--- config.mk ---
export PLATFORM = sky130hd
export DESIGN_NAME = dispatch_scheduler
export DESIGN_NICKNAME = d
export VERILOG_FILES = /design/src/rtl/dispatch_scheduler_pkg.sv /design/src/rtl/dispatch_scheduler_fifo.sv /design/src/rtl/dispatch_scheduler.sv
export SDC_FILE = /design/constraint.sdc
export NUM_CORES = 1
export LEC_CHECK = 0
export BUFFER_PORTS_ARGS = -buffer_cell sky130_fd_sc_hd__buf_2
export CORE_UTILIZATION = 40
export DETAILED_ROUTE_END_ITERATION = 7
export PLACE_DENSITY = 0.63
export SLEW_MARGIN = 20
export SYNTH_ARGS = -nofsm -noshare
export SYNTH_HDL_FRONTEND = slang
export SYNTH_SLANG_ARGS = --single-unit
--- constraint.sdc ---
create_clock -name clk -period 24.9 [get_ports clk]
set_input_delay 6.225 -clock clk [delete_from_list [all_inputs] [get_ports clk]]
set_output_delay 6.225 -clock clk [all_outputs]
set_load 0.01 [all_outputs]
--- src/rtl/dispatch_scheduler_pkg.sv ---
// Shared definitions for the dispatch scheduler: class codes, tag width,
// scheduler states and small class-decoding helpers.
package dispatch_scheduler_pkg;

  localparam int ROB_WIDTH = 4;
  localparam logic [ROB_WIDTH-1:0] EMPTY_TAG = '0;

  localparam int CLS_W = 3;

  // LUI and AUIPC share one code: both are upper-immediate RS ops.
  localparam logic [CLS_W-1:0] CLS_ALU     = 3'd0;
  localparam logic [CLS_W-1:0] CLS_LUI     = 3'd1;
  localparam logic [CLS_W-1:0] CLS_AUIPC   = 3'd1;
  localparam logic [CLS_W-1:0] CLS_BRANCH  = 3'd2;
  localparam logic [CLS_W-1:0] CLS_JAL     = 3'd3;
  localparam logic [CLS_W-1:0] CLS_JALR    = 3'd4;
  localparam logic [CLS_W-1:0] CLS_LOAD    = 3'd5;
  localparam logic [CLS_W-1:0] CLS_STORE   = 3'd6;
  localparam logic [CLS_W-1:0] CLS_ILLEGAL = 3'd7;

  typedef enum logic [1:0] {
    SCH_RUN         = 2'd0,
    SCH_SERIAL_WAIT = 2'd1,
    SCH_FLUSH       = 2'd2
  } sch_state_e;

  function automatic logic cls_is_lsb(input logic [CLS_W-1:0] c);
    return (c == CLS_LOAD) || (c == CLS_STORE);
  endfunction

  function automatic logic cls_is_illegal(input logic [CLS_W-1:0] c);
    return c == CLS_ILLEGAL;
  endfunction

  function automatic logic cls_is_jalr(input logic [CLS_W-1:0] c);
    return c == CLS_JALR;
  endfunction

endpackage

--- src/rtl/dispatch_scheduler_fifo.sv ---
// sched_fifo: synchronous FIFO of {class, payload} entries with
// push, pop, clear, full and empty; pointers wrap modulo DEPTH.
module sched_fifo #(
  parameter int W     = 131,
  parameter int DEPTH = 2
) (
  input  logic         clk,
  input  logic         rst,
  input  logic         push,
  input  logic         pop,
  input  logic         clear,
  input  logic [W-1:0] din,
  output logic [W-1:0] dout,
  output logic         full,
  output logic         empty
);

  localparam int AW = $clog2(DEPTH);
  localparam logic [AW:0] FULL_CNT = (AW+1)'(DEPTH);

  logic [W-1:0]  mem [DEPTH];
  logic [AW-1:0] wr_ptr;
  logic [AW-1:0] rd_ptr;
  logic [AW:0]   count;
  logic          do_push;
  logic          do_pop;

  assign full    = count == FULL_CNT;
  assign empty   = count == '0;
  assign do_push = push && !full;
  assign do_pop  = pop && !empty;
  assign dout    = mem[rd_ptr];

  always_ff @(posedge clk) begin
    if (do_push) mem[wr_ptr] <= din;
  end

  always_ff @(posedge clk) begin
    if (rst || clear) begin
      wr_ptr <= '0;
      rd_ptr <= '0;
      count  <= '0;
    end else begin
      if (do_push) wr_ptr <= wr_ptr + AW'(1);
      if (do_pop)  rd_ptr <= rd_ptr + AW'(1);
      case ({do_push, do_pop})
        2'b10:   count <= count + (AW+1)'(1);
        2'b01:   count <= count - (AW+1)'(1);
        default: count <= count;
      endcase
    end
  end

endmodule

--- src/rtl/dispatch_scheduler.sv ---
// Dispatch scheduler: buffers decoded instructions and issues one per cycle
// to RS/LSB with a ROB tag. Optional counters: define SCHED_PERF_EN.
module dispatch_scheduler
  import dispatch_scheduler_pkg::*;
#(
  parameter int PAYLOAD_W = 128,
  parameter int TAG_W     = ROB_WIDTH,
  parameter int BUF_DEPTH = 2
) (
  input  logic                 clk,
  input  logic                 rst,
  input  logic                 rdy,
  input  logic                 clr,
  input  logic                 dec_valid,
  input  logic [CLS_W-1:0]     dec_class,
  input  logic [PAYLOAD_W-1:0] dec_payload,
  output logic                 dec_ready,
  input  logic                 rob_full,
  input  logic                 rob_empty,
  input  logic [TAG_W-1:0]     rob_tail_tag,
  input  logic                 rs_full,
  input  logic                 lsb_full,
  output logic                 iss_rob_valid,
  output logic                 iss_rs_valid,
  output logic                 iss_lsb_valid,
  output logic [TAG_W-1:0]     iss_tag,
  output logic [PAYLOAD_W-1:0] iss_payload,
  output logic                 err_illegal,
  output logic                 busy,
  output logic [31:0]          perf_stall,
  output logic [31:0]          perf_issued
);

  localparam int EW = CLS_W + PAYLOAD_W;

  sch_state_e           state;
  sch_state_e           state_n;
  logic [EW-1:0]        head;
  logic [CLS_W-1:0]     head_cls;
  logic [PAYLOAD_W-1:0] head_pl;
  logic                 buf_full;
  logic                 buf_empty;
  logic                 flush;
  logic                 can;
  logic                 to_lsb;
  logic                 unit_free;
  logic                 go;
  logic                 drop;

  assign head_cls  = head[PAYLOAD_W +: CLS_W];
  assign head_pl   = head[PAYLOAD_W-1:0];
  assign to_lsb    = cls_is_lsb(head_cls);
  assign unit_free = to_lsb ? !lsb_full : !rs_full;

  assign dec_ready = !rst && !buf_full && !clr && rdy
                   && (state != SCH_FLUSH);
  assign flush     = clr && rdy;
  assign can       = rdy && !clr && (state == SCH_RUN) && !buf_empty;
  assign drop      = can && cls_is_illegal(head_cls);
  assign go        = can && !cls_is_illegal(head_cls)
                   && !rob_full && unit_free;
  assign busy      = (state != SCH_RUN) || !buf_empty;

  sched_fifo #(
    .W     (EW),
    .DEPTH (BUF_DEPTH)
  ) u_fifo (
    .clk   (clk),
    .rst   (rst),
    .push  (dec_valid && dec_ready),
    .pop   (go || drop),
    .clear (flush),
    .din   ({dec_class, dec_payload}),
    .dout  (head),
    .full  (buf_full),
    .empty (buf_empty)
  );

  always_comb begin
    state_n = state;
    if (rdy) begin
      if (clr) begin
        state_n = SCH_FLUSH;
      end else begin
        unique case (state)
          SCH_RUN:
            if (go && cls_is_jalr(head_cls)) state_n = SCH_SERIAL_WAIT;
          SCH_SERIAL_WAIT:
            if (rob_empty) state_n = SCH_RUN;
          SCH_FLUSH:
            state_n = SCH_RUN;
          default:
            state_n = SCH_RUN;
        endcase
      end
    end
  end

  always_ff @(posedge clk) begin
    if (rst) state <= SCH_RUN;
    else     state <= state_n;
  end

  always_ff @(posedge clk) begin
    if (rst) begin
      iss_rob_valid <= 1'b0;
      iss_rs_valid  <= 1'b0;
      iss_lsb_valid <= 1'b0;
      err_illegal   <= 1'b0;
      iss_tag       <= '0;
      iss_payload   <= '0;
    end else begin
      iss_rob_valid <= go;
      iss_rs_valid  <= go && !to_lsb;
      iss_lsb_valid <= go && to_lsb;
      err_illegal   <= drop;
      iss_tag       <= go ? rob_tail_tag : '0;
      iss_payload   <= go ? head_pl : '0;
    end
  end

`ifdef SCHED_PERF_EN
  logic [31:0] stall_q;
  logic [31:0] issued_q;

  always_ff @(posedge clk) begin
    if (rst) begin
      stall_q  <= '0;
      issued_q <= '0;
    end else begin
      if (rdy && !buf_empty && !go) stall_q <= stall_q + 32'd1;
      if (iss_rob_valid) issued_q <= issued_q + 32'd1;
    end
  end

  assign perf_stall  = stall_q;
  assign perf_issued = issued_q;
`else
  assign perf_stall  = 32'd0;
  assign perf_issued = 32'd0;
`endif

endmodule
# After elaboration in Yosys (flattened, before gate mapping)
# Memory sizes are Yosys's and may differ from the RTL's. A register that Yosys moved wholly into a read port is not among the register bits.
# Cells that the tools add are included.
# W data, S select, Z words.
# op_classes
eq_ne	11
multipliers	0
magnitude_cmp	0
n_addsub	4
div_mod_pow	0
n_reduce_logical	37
bitwise	1
shifts	0
muxes	10
# ops
operator	count
$logic_and A1 B1 Y1	18
$eq A3 B3 Y1 const B	4
$logic_not A1 Y1	9
$pmux W2 S2	2
$mux W2	3
$mux W1	5
$eq A2 B1 Y1 const B	2
$eq A2 B2 Y1 const B	2
$logic_not A2 Y1	2
$logic_or A1 B1 Y1	4
$reduce_bool A2 Y1	2
$ne A3 B2 Y1 const B	1
$ne A3 B3 Y1 const B	1
$reduce_and A3 Y1	1
$add A1 B1 Y1 const B	2
$add A2 B1 Y2 const B	1
$ne A2 B2 Y1 const B	1
$reduce_or A2 Y1	1
$sub A2 B1 Y2 const B	1
$not A1 Y1	1
# word_totals
regBits	142
mem_bits_rw	262
n_memories	1
word_cells	74
latchBits	0
out_inout_bits	202
in_bits	144
rom_bits	0
# mem_list
memory	depth	word_bits	read_ports	rd_ports_with_merged_regs	wr	line_no	rtl
u_fifo.mem	2	131	1	1	1	dispatch_scheduler_fifo.sv:21	logic [W-1:0] mem [DEPTH];

# Longest topological paths before layout
# Gate-level depths: netlist of the first run.
# depth
ltp_word	11
ltp_mapped	9
mapped_depth_nobuf	8

# Cells and area by module
# A second synthesis of the first run with hierarchy kept.
# unflattened
cells_unflattened	830
hier_area_um2	14311.2
# modules_own_cells
module	area_each_um2	cells_per_inst	seq_area_each_um2	n_inst
sched_fifo	9705.6	435	7967.6	1
dispatch_scheduler	4605.7	395	2762.6	1

# Least setup slack after synthesis of the first run
# OpenSTA, ideal clock, no wires.
# synth_path
path_type	input to register
from	in rdy
to	mem u_fifo.mem[0][0], enable pin
path_slack_ns	11.298
t_required_ns	24.277
path_stages	5
n_path_buf	1
setup_ns	0.623
arrival_time_ns	12.978
path_cell_list	clkbuf_1 -> nand2b_1 -> a2111oi_0 -> nand2_1 -> nor2_1
# synth_between
elab_chain_len	6
# synth_lines
element	line_no	rtl
start, declared	dispatch_scheduler.sv:12	input logic rdy,
$logic_and A1 B1 Y1	dispatch_scheduler.sv:55	assign dec_ready = !rst && !buf_full && !clr && rdy
$logic_and A1 B1 Y1	dispatch_scheduler.sv:56	&& (state != SCH_FLUSH);
named net dec_ready	dispatch_scheduler.sv:17	output logic dec_ready,
$logic_and A1 B1 Y1	dispatch_scheduler.sv:70	.push (dec_valid && dec_ready),
$logic_and A1 B1 Y1	dispatch_scheduler_fifo.sv:30	assign do_push = push && !full;
$mux W1	dispatch_scheduler_fifo.sv:35	if (do_push) mem[wr_ptr] <= din;
$mux W1 (implied by the code)	dispatch_scheduler_fifo.sv:35	
end, declared	dispatch_scheduler_fifo.sv:21	
# The timed path passes the listed nets, and every way through them passes these cells.

# Worst setup path in the final report of the first run
# layout_path
from	in clr
to	out dec_ready
# layout_between
elab_chain_len	4
# layout_lines
element	line_no	rtl
start, declared	dispatch_scheduler.sv:13	input logic clr,
$logic_not A1 Y1	dispatch_scheduler.sv:55	
$logic_and A1 B1 Y1 (2 in a row)	dispatch_scheduler.sv:55	
$logic_and A1 B1 Y1	dispatch_scheduler.sv:56	
end, declared	dispatch_scheduler.sv:17	
# Every way passes these cells.

==> flow_summary.ini, run 1 <==
[outcome]
outcome = complete, no violations

[global_routing]
antenna_found_initial = 7
grt_pass1_wl_um = 36290
gr-total-overflow = 0
grt_max_degree = 77
grt_pass1_vias = 6752
grt_usage_pct = 13.84

[placement]
place_hpwl_um = 15200
placedCellCount = 1522
routabilityCongestion = 0.7792
portBuffers = 281

[drt]
ant_nets = 0
routed_via_density = 4.428
vias = 7098
dr.pass1.iters = 5
drt_iter0_markers = 245
wl_per_cell_um = 15.32
drc = 0
drt-total-wl_um = 24560

[yosys]
async_reset_ff_share_pct = 0
yosysUniqueCellTypes = 37
yosys_warnings = 0
yosys_most_used_dff = edfxtp_1
synthCells = 817
synth_area_sq_um = 13590
ys_ff_latch = 405
ys_seq_area_share_pct = 78.98
avgSynthCellArea_sq_um = 16.63
synth_enable_flop_cells = 262

[power]
p_per_area_nw_per_um2 = 81.16
ir_worst_vdd_v = 0.00006026
leakagePower_uw = 0.006331

[sta]
drv_slew = 0
skew_ns = 0.01564
rsz0062_at_grt = no
worst_slew_pin_slew_ns = 1.019
timing.fmax_ghz = 0.07468
period_share_pct = 53.78
maxSlewHeadroom_pct = 32.08
finalHoldViolCount = 0
fin_crit_ns = 13.39
setup_viol_count_final = 0
fin_tns_setup_ns = 0

[min_path]
holdCritPathClass = flip-flop to flip-flop

[cells_and_area]
layout-drive-gt1-share_pct = 30.99
regArea_sq_um = 10730
area_growth_pct = 21.59
fin_nets = 1263
multi_input_area_sq_um = 2404
final_core_util_pct = 49.38
fin_cells = 1603
fillerInstances = 2860

[clock_network]
cts_max_level = 2
cts_max_path_buffers = 3
post_cts_resize_count = 0
cts_root_buf = clkbuf_16
postCtsSetupBuffers = 0
cts.clk_slew.worst_paths_ns = 0.06
insertion_delay_ns = 0.53
cts_num_sinks = 405
cts_tree = built
cts_buffers = 42
hold_buffers = 0

[die]
core-area_sq_um = 33450
die_w_um = 186.3
rows = 67
die_h_um = 186.3
ios = 346
start_util_pct = 40.62
die_area_sq_um = 34700

[worst_setup_path]
required_ns = 18.67
crit_path_start_kind = input port
critPathMaxFanout = 6
crit_top_cell = buf_2
cp-end-kind = output port
path_cells = buf_2 -> nand2b_1 -> a2111oi_0 -> buf_2
critPathMaxStageDelay_ns = 0.43
crit_type = input port to output port
slowest_stage = a2111oi_0
crit_arrival_ns = 7.16

[run]
cap_violations = 0
through the flow:
step           power [uW]  hold WS, ns  cell area, sq um  setup WS [ns]
2_1_floorplan       754.0       0.4516             13820          11.30
3_3_place_gp        760.5       0.4497             15170          11.54
3_5_place_dp        761.9       0.4635             15170          11.53
4_1_cts              1358       0.4763             16510          11.53
5_1_grt              1391       0.4980             16510          11.41
6_report             1341       0.4706             16520          11.51
layout by cell type, fill, tap and decap left out, types with 2 or more instances in the layout:
cell       count
xnor2_1        2
nor2b_1        3
mux2i_1      131
nand2_1        5
bufinv_16      2
buf_2        281
a211oi_1       2
nor2_1       136
and2_1         4
a21o_1         2
edfxtp_1     262
clkbuf_1      14
a21oi_1        4
nor2_4         2
inv_1          4
clkinv_8       2
buf_4          7
dfxtp_1      142
nand2b_1       2
diode_2        3
nand2b_4       2
clkbuf_16     43
clkinv_2      11
conb_1        64
clkbuf_8       4
clkinv_1       2
worst paths after layout:
| kind | end | cells past startpoint | slack, ns | startpoint |
|---|---|---|---|---|
| min reg2reg | flip-flop | 2 | 0.47 | u_fifo.rd_ptr |
| min | flip-flop | 2 | 0.47 | u_fifo.rd_ptr |
| max reg2reg | iss_tag[2] | 7 | 21.13 | flip-flop |
| max | dec_ready | 4 | 11.51 | clr |
Yosys cell counts (all sizes together), types with 3 or more instances:
cell,n,share of area (%)
edfxtp,262,58
dfxtp,143,21
nor2,138,3.8
mux2i,131,9.7
buf,80,4.7
clkbuf,14,0.39
nand2,5,0.14
a21oi,4,0.15
and2,4,0.18
inv,4,0.11
nand2b,4,0.29
nor2b,3,0.14
worst max-delay path: cells and delay by family:
family / cells / cell delay, ns
AND/OR/NAND/NOR: 1 / 0.13
AO/OA/AOI/OAI: 1 / 0.43
buffers and inverters: 2 / 0.37
logic make-up after synthesis:
kind of cell	after synthesis	share of synthesized area (%)
buf+inv	98	5.176
mux	131	9.652
other cells	1	0.02760
simple gates	161	4.937
fa+ha+maj	1	0.09208
compound gates	17	0.9394
flops	405	78.98
xor+xnor	3	0.1934
metal layers:
layer,up-vias,routed length [um],track usage (%)
met5,-,63,0
met1,3380,9388,15.28
met3,55,2200,5.627
met4,10,668,5.279
met2,268,12230,23.84
li1,3385,-,-
sequential cells by signal (all words and copies together), names as in the netlist, named ones only:
name / count
u_fifo.mem: 262
u_fifo.rd_ptr: 1
err_illegal: 1
iss_lsb_valid: 1
iss_rs_valid: 1
state: 2
iss_rob_valid: 1
iss_payload: 128
u_fifo.wr_ptr: 1
iss_tag: 4
u_fifo.count: 2
where the power goes:
group | leakage, uW | switching (uW) | internal [uW]
registers | 0.00352 | 1.39 | 720
logic | 0.00215 | 15.6 | 10.6
clock network | 0.000663 | 241 | 352
layout make-up:
class	instances	share of cell area (%)
Clock buffer	61	7.166
Antenna cell	3	0.04545
Timing Repair Buffer	288	8.832
Clock inverter	17	0.9393
Sequential cell	405	64.98
Tap cell	448	3.393
Multi-Input combinational cell	377	14.55
Inverter	4	0.09090
(Power assumes the default switching activity.)
==> run 2, diff against run 1 <==
--- a/config.mk
+++ b/config.mk
@@ -8,7 +8,7 @@
 export BUFFER_PORTS_ARGS = -buffer_cell sky130_fd_sc_hd__buf_2
 export CORE_UTILIZATION = 40
 export DETAILED_ROUTE_END_ITERATION = 7
-export PLACE_DENSITY = 0.63
+export PLACE_DENSITY = 0.65
 export SLEW_MARGIN = 20
 export SYNTH_ARGS = -nofsm -noshare
 export SYNTH_HDL_FRONTEND = slang
==> constraint.sdc (replaced) <==
create_clock -name clk -period 11.9 [get_ports clk]
set_input_delay 2.975 -clock clk [delete_from_list [all_inputs] [get_ports clk]]
set_output_delay 2.975 -clock clk [all_outputs]
set_load 0.01 [all_outputs]
==> run 2 against run 1 <==
Effect of this change: first-iteration DRC count up 4.1%; flip-flop and latch count unchanged; cell count unchanged; sequential share of layout area up 0.089 points; core utilization down 0.067 points; clock-buffer cell count down 1; combinational power up 110%; design area down 0.14%.
==> flow_summary.ini, run 2 (synthesized netlist as in run 1, its figures left out) <==
[sta]
maxSlewHeadroom_pct = 30.58
drv_slew = 0
period_share_pct = 57.90
worst_slew_pin_slew_ns = 1.041
rsz0062_at_grt = no
setup_viol_count_final = 0
fin_tns_setup_ns = 0
skew_ns = 0.01678
timing.fmax_ghz = 0.1451
finalHoldViolCount = 0
fin_crit_ns = 6.890

[cells_and_area]
layout-drive-gt1-share_pct = 31.08
layout_commonest_cell = buf_2
largest_reg_flops = 262
top_register = u_fifo.mem
final_core_util_pct = 49.32
layout_common_cells = 281 x buf_2, 262 x edfxtp_1, 142 x dfxtp_1
reg_top3 = u_fifo.mem x262, iss_payload x128, iss_tag x4
fin_nets = 1263
area_growth_pct = 21.42

[drt]
wl_per_cell_um = 15.78
drt_iter0_markers = 255
routed_via_density = 4.429
dr.pass1.iters = 4
drc = 0
drt-total-wl_um = 25290
ant_nets = 0
vias = 7100

[die]
rows = 67
ios = 346
start_util_pct = 40.62
die_w_um = 186.3
die_h_um = 186.3
die_area_sq_um = 34700
core-area_sq_um = 33450

[run]
cap_violations = 0

[global_routing]
gr-total-overflow = 0
grt_pass1_vias = 6924
grt_max_degree = 79
grt_pass1_wl_um = 37620
antenna_found_initial = 6
grt_usage_pct = 14.28

[worst_setup_path]
critPathMaxFanout = 6
cp-end-kind = output port
required_ns = 8.93
path_cells = buf_2 -> nand2b_1 -> a2111oi_0 -> buf_2
crit_family = compound AO/OA/AOI/OAI gates
crit_top_cell = buf_2
crit_path_start_kind = input port
worst-path-buf-inv = 2
crit_type = input port to output port
slowest_stage = a2111oi_0
crit_arrival_ns = 3.91
critPathMaxStageDelay_ns = 0.43

[clock_network]
insertion_delay_ns = 0.54
cts_max_path_buffers = 3
cts_tree = built
post_cts_resize_count = 0
cts.clk_slew.worst_paths_ns = 0.06
cts_max_level = 2
postCtsSetupBuffers = 0
cts_buffers = 42
cts_num_sinks = 405
hold_buffers = 0
cts_root_buf = clkbuf_16

[placement]
routabilityCongestion = 0.7368
portBuffers = 281
place_hpwl_um = 15400

[power]
ir_worst_vdd_v = 0.0001285
total_power_uw = 2791
p_per_area_nw_per_um2 = 169.2
leakagePower_uw = 0.006321

[outcome]
outcome = complete, no violations

[min_path]
holdCritPathClass = flip-flop to flip-flop
-- run 2: worst reg2reg max path, stage by stage, from the launching register on --
cell	delay, ns
dfxtp_4	0.76
buf_4	0.87
nand2_1	0.24
o22a_1	0.33
or3b_1	0.48
nand2b_4	0.48
buf_4	0.84
inv_1	0.29
and2_1	0.22
-- run 2: worst paths after layout --
kind | end | start | slack, ns | cells past startpoint
worst max-delay path | dec_ready | clr | 5.01 | 4
worst min-delay path | iss_payload[84] | u_fifo.mem[0][84] | 0.47 | 2
worst max register to register | iss_tag[1] | flip-flop | 7.30 | 8
worst min register to register | iss_payload[84] | u_fifo.mem[0][84] | 0.47 | 2
-- run 2: report_power, final --
| group | internal (uW) | leakage [uW] | switching, uW | total [uW] |
|---|---|---|---|---|
| logic | 22.2 | 0.00215 | 33.0 | 55.3 |
| registers | 1510 | 0.00352 | 2.90 | 1510 |
| clock network | 716 | 0.000653 | 511 | 1230 |
-- run 2: cell type report --
type,instances,area [sq um]
timing repair buffer,288,1459
clock buffer,60,1179
fill,2889,16950
tap,448,560.5
antenna,3,7.507
clock inverter,18,137.6
inverter,4,15.01
sequential,405,10730
multi-input combinational,377,2404
-- run 2: layer usage --
layer / vias up / global-route usage (%) / routed length (um)
li1: 3394 / - / -
met1: 3412 / 16.31 / 10040
met2: 249 / 25.30 / 12990
met3: 39 / 4.381 / 1756
met4: 6 / 4.885 / 469
met5: - / 0 / 45
-- run 2: through the flow --
step | hold slack, ns | area [sq um] | setup WS [ns] | instances
6_report | 0.4704 | 16500 | 5.010 | 1603
3_5_place_dp | 0.4647 | 15170 | 5.041 | 1522
2_1_floorplan | 0.4516 | 13820 | 1.548 | 880
4_1_cts | 0.4764 | 16490 | 5.039 | 1600
3_3_place_gp | 0.4479 | 15170 | 5.039 | 1522
5_1_grt | 0.4982 | 16490 | 4.895 | 1602
==> run 3, diff against run 2 <==
--- a/config.mk
+++ b/config.mk
@@ -8,7 +8,7 @@
 export BUFFER_PORTS_ARGS = -buffer_cell sky130_fd_sc_hd__buf_2
 export CORE_UTILIZATION = 40
 export DETAILED_ROUTE_END_ITERATION = 7
-export PLACE_DENSITY = 0.65
+export PLACE_DENSITY = 0.63
 export SLEW_MARGIN = 20
 export SYNTH_ARGS = -nofsm -noshare
 export SYNTH_HDL_FRONTEND = slang
==> constraint.sdc (replaced) <==
create_clock -name clk -period 6.7 [get_ports clk]
set_input_delay 1.675 -clock clk [delete_from_list [all_inputs] [get_ports clk]]
set_output_delay 1.675 -clock clk [all_outputs]
set_load 0.01 [all_outputs]
==> run 3 against run 2 <==
Effect of this change: die area is the same; global-route usage shrank 0.092 points; combinational power grew 81%; non-clock buffer count grew 3; via count shrank 0.17%; sequential power grew 77%.
==> flow_summary.ini, run 3 (synthesized netlist as in run 1, its figures left out) <==
[sta]
rsz0062_at_grt = no
period_share_pct = 64.86
fin_crit_ns = 4.346
worst_slew_pin_slew_ns = 1.093
drv_slew = 0
finalHoldViolCount = 0
skew_ns = 0.01161
timing.fmax_ghz = 0.2301
setup_viol_count_final = 0
maxSlewHeadroom_pct = 27.15

[global_routing]
gr-total-overflow = 0
antenna_found_initial = 5
grt_pass1_vias = 6811
grt_pass1_wl_um = 37100
grt_usage_pct = 14.19
grt_max_degree = 88

[clock_network]
hold_buffers = 0
cts_num_sinks = 405
cts_max_path_buffers = 3
cts_buffers = 42
insertion_delay_ns = 0.53
postCtsSetupBuffers = 0
cts_root_buf = clkbuf_16
cts_max_level = 2
cts_tree = built
cts.clk_slew.worst_paths_ns = 0.06
post_cts_resize_count = 0

[worst_setup_path]
crit_type = input port to output port
regToRegSetupSlack_ns = 3.54
crit_path_start_kind = input port
crit_arrival_ns = 2.67
r2r_end = iss_payload[102]
cp-end-kind = output port
required_ns = 5.03
rr_worst_depth = 7
critPathMaxFanout = 6

[die]
core-area_sq_um = 33450
start_util_pct = 40.62
die_area_sq_um = 34700
rows = 67
die_w_um = 186.3
ios = 346
die_h_um = 186.3

[min_path]
hp-start = u_fifo.rd_ptr
holdCritPathClass = flip-flop to flip-flop
whs_path_depth = 2

[outcome]
outcome = complete, no violations

[placement]
routabilityCongestion = 0.7338
place_hpwl_um = 16130
placedCellCount = 1524
portBuffers = 281

[drt]
drt_iter0_markers = 251
drt-total-wl_um = 25350
wl_per_cell_um = 15.80
routed_via_density = 4.419
ant_nets = 0
vias = 7088
drc = 0
dr.pass1.iters = 4

[cells_and_area]
fin_cells = 1604
fin_nets = 1266
regArea_sq_um = 10730
top_register = u_fifo.mem
largest_reg_flops = 262
reg_top3 = u_fifo.mem x262, iss_payload x128, iss_tag x4
fillerInstances = 2841
layout_common_cells = 281 x buf_2, 262 x edfxtp_1, 142 x dfxtp_1
multi_input_area_sq_um = 2404
area_growth_pct = 22.44
final_core_util_pct = 49.73
layout_commonest_cell = buf_2
layout-drive-gt1-share_pct = 31.54

[run]
cap_violations = 0

[power]
leakagePower_uw = 0.006389
p_per_area_nw_per_um2 = 307.4
ir_worst_vdd_v = 0.0001850
[run 3: changes by cell type in the layout (fill, tap and decap cells not counted), moves of 2 or more]
cell | before | now
clkinv_4 | 2 | 4
bufinv_16 | 1 | 5
buf_4 | 7 | 9
clkbuf_8 | 6 | 4
clkbuf_1 | 12 | 7
[run 3: worst max-delay path, stage by stage]
cell and delay [ns]:
buf_2 0.14, nand2b_1 0.14, a2111oi_0 0.47, buf_2 0.26
[run 3: layer usage]
layer	vias up	wire (um)	GRT usage, %
met5	-	39	0
met4	6	489	4.426
met3	45	2271	5.802
met2	269	12510	23.73
met1	3375	10040	16.62
li1	3393	-	-
[run 3: worst max path at each step]
stage,start,end,slack (ns)
finish,clr,dec_ready,2.35
global route,clr,dec_ready,2.19
CTS,clr,dec_ready,2.29
detailed placement,clr,u_fifo.mem[1][73],2.23
global placement,clr,u_fifo.mem[0][79],2.27
floorplan,rdy,u_fifo.mem[1][0],-0.16
[run 3: layout make-up]
type	instances	share of cell area [%]
clock buffers	54	6.958
diodes	2	0.03009
repair buffers	291	9.027
multi-input cells	377	14.45
inverters	4	0.09027
well taps	448	3.370
flip-flops and latches	405	64.53
clock inverters	23	1.542
[run 3: report_power, final]
| part | internal (uW) | switching (uW) | total, uW |
|---|---|---|---|
| registers | 2670 | 4.97 | 2680 |
| logic | 39.8 | 60.1 | 99.9 |
| clock network | 1420 | 916 | 2330 |
[run 3: stage by stage]
stage | power, uW | instance area, sq um | setup TNS (ns) | hold WS (ns) | setup slack (ns)
global route | 5289 | 16630 | 0 | 0.4947 | 2.192
finish | 5113 | 16630 | 0 | 0.4731 | 2.354
global placement | 2827 | 15190 | 0 | 0.4538 | 2.271
detailed placement | 2833 | 15190 | 0 | 0.4632 | 2.232
floorplan | 2801 | 13830 | -42.04 | 0.4516 | -0.1606
CTS | 5180 | 16600 | 0 | 0.4788 | 2.289
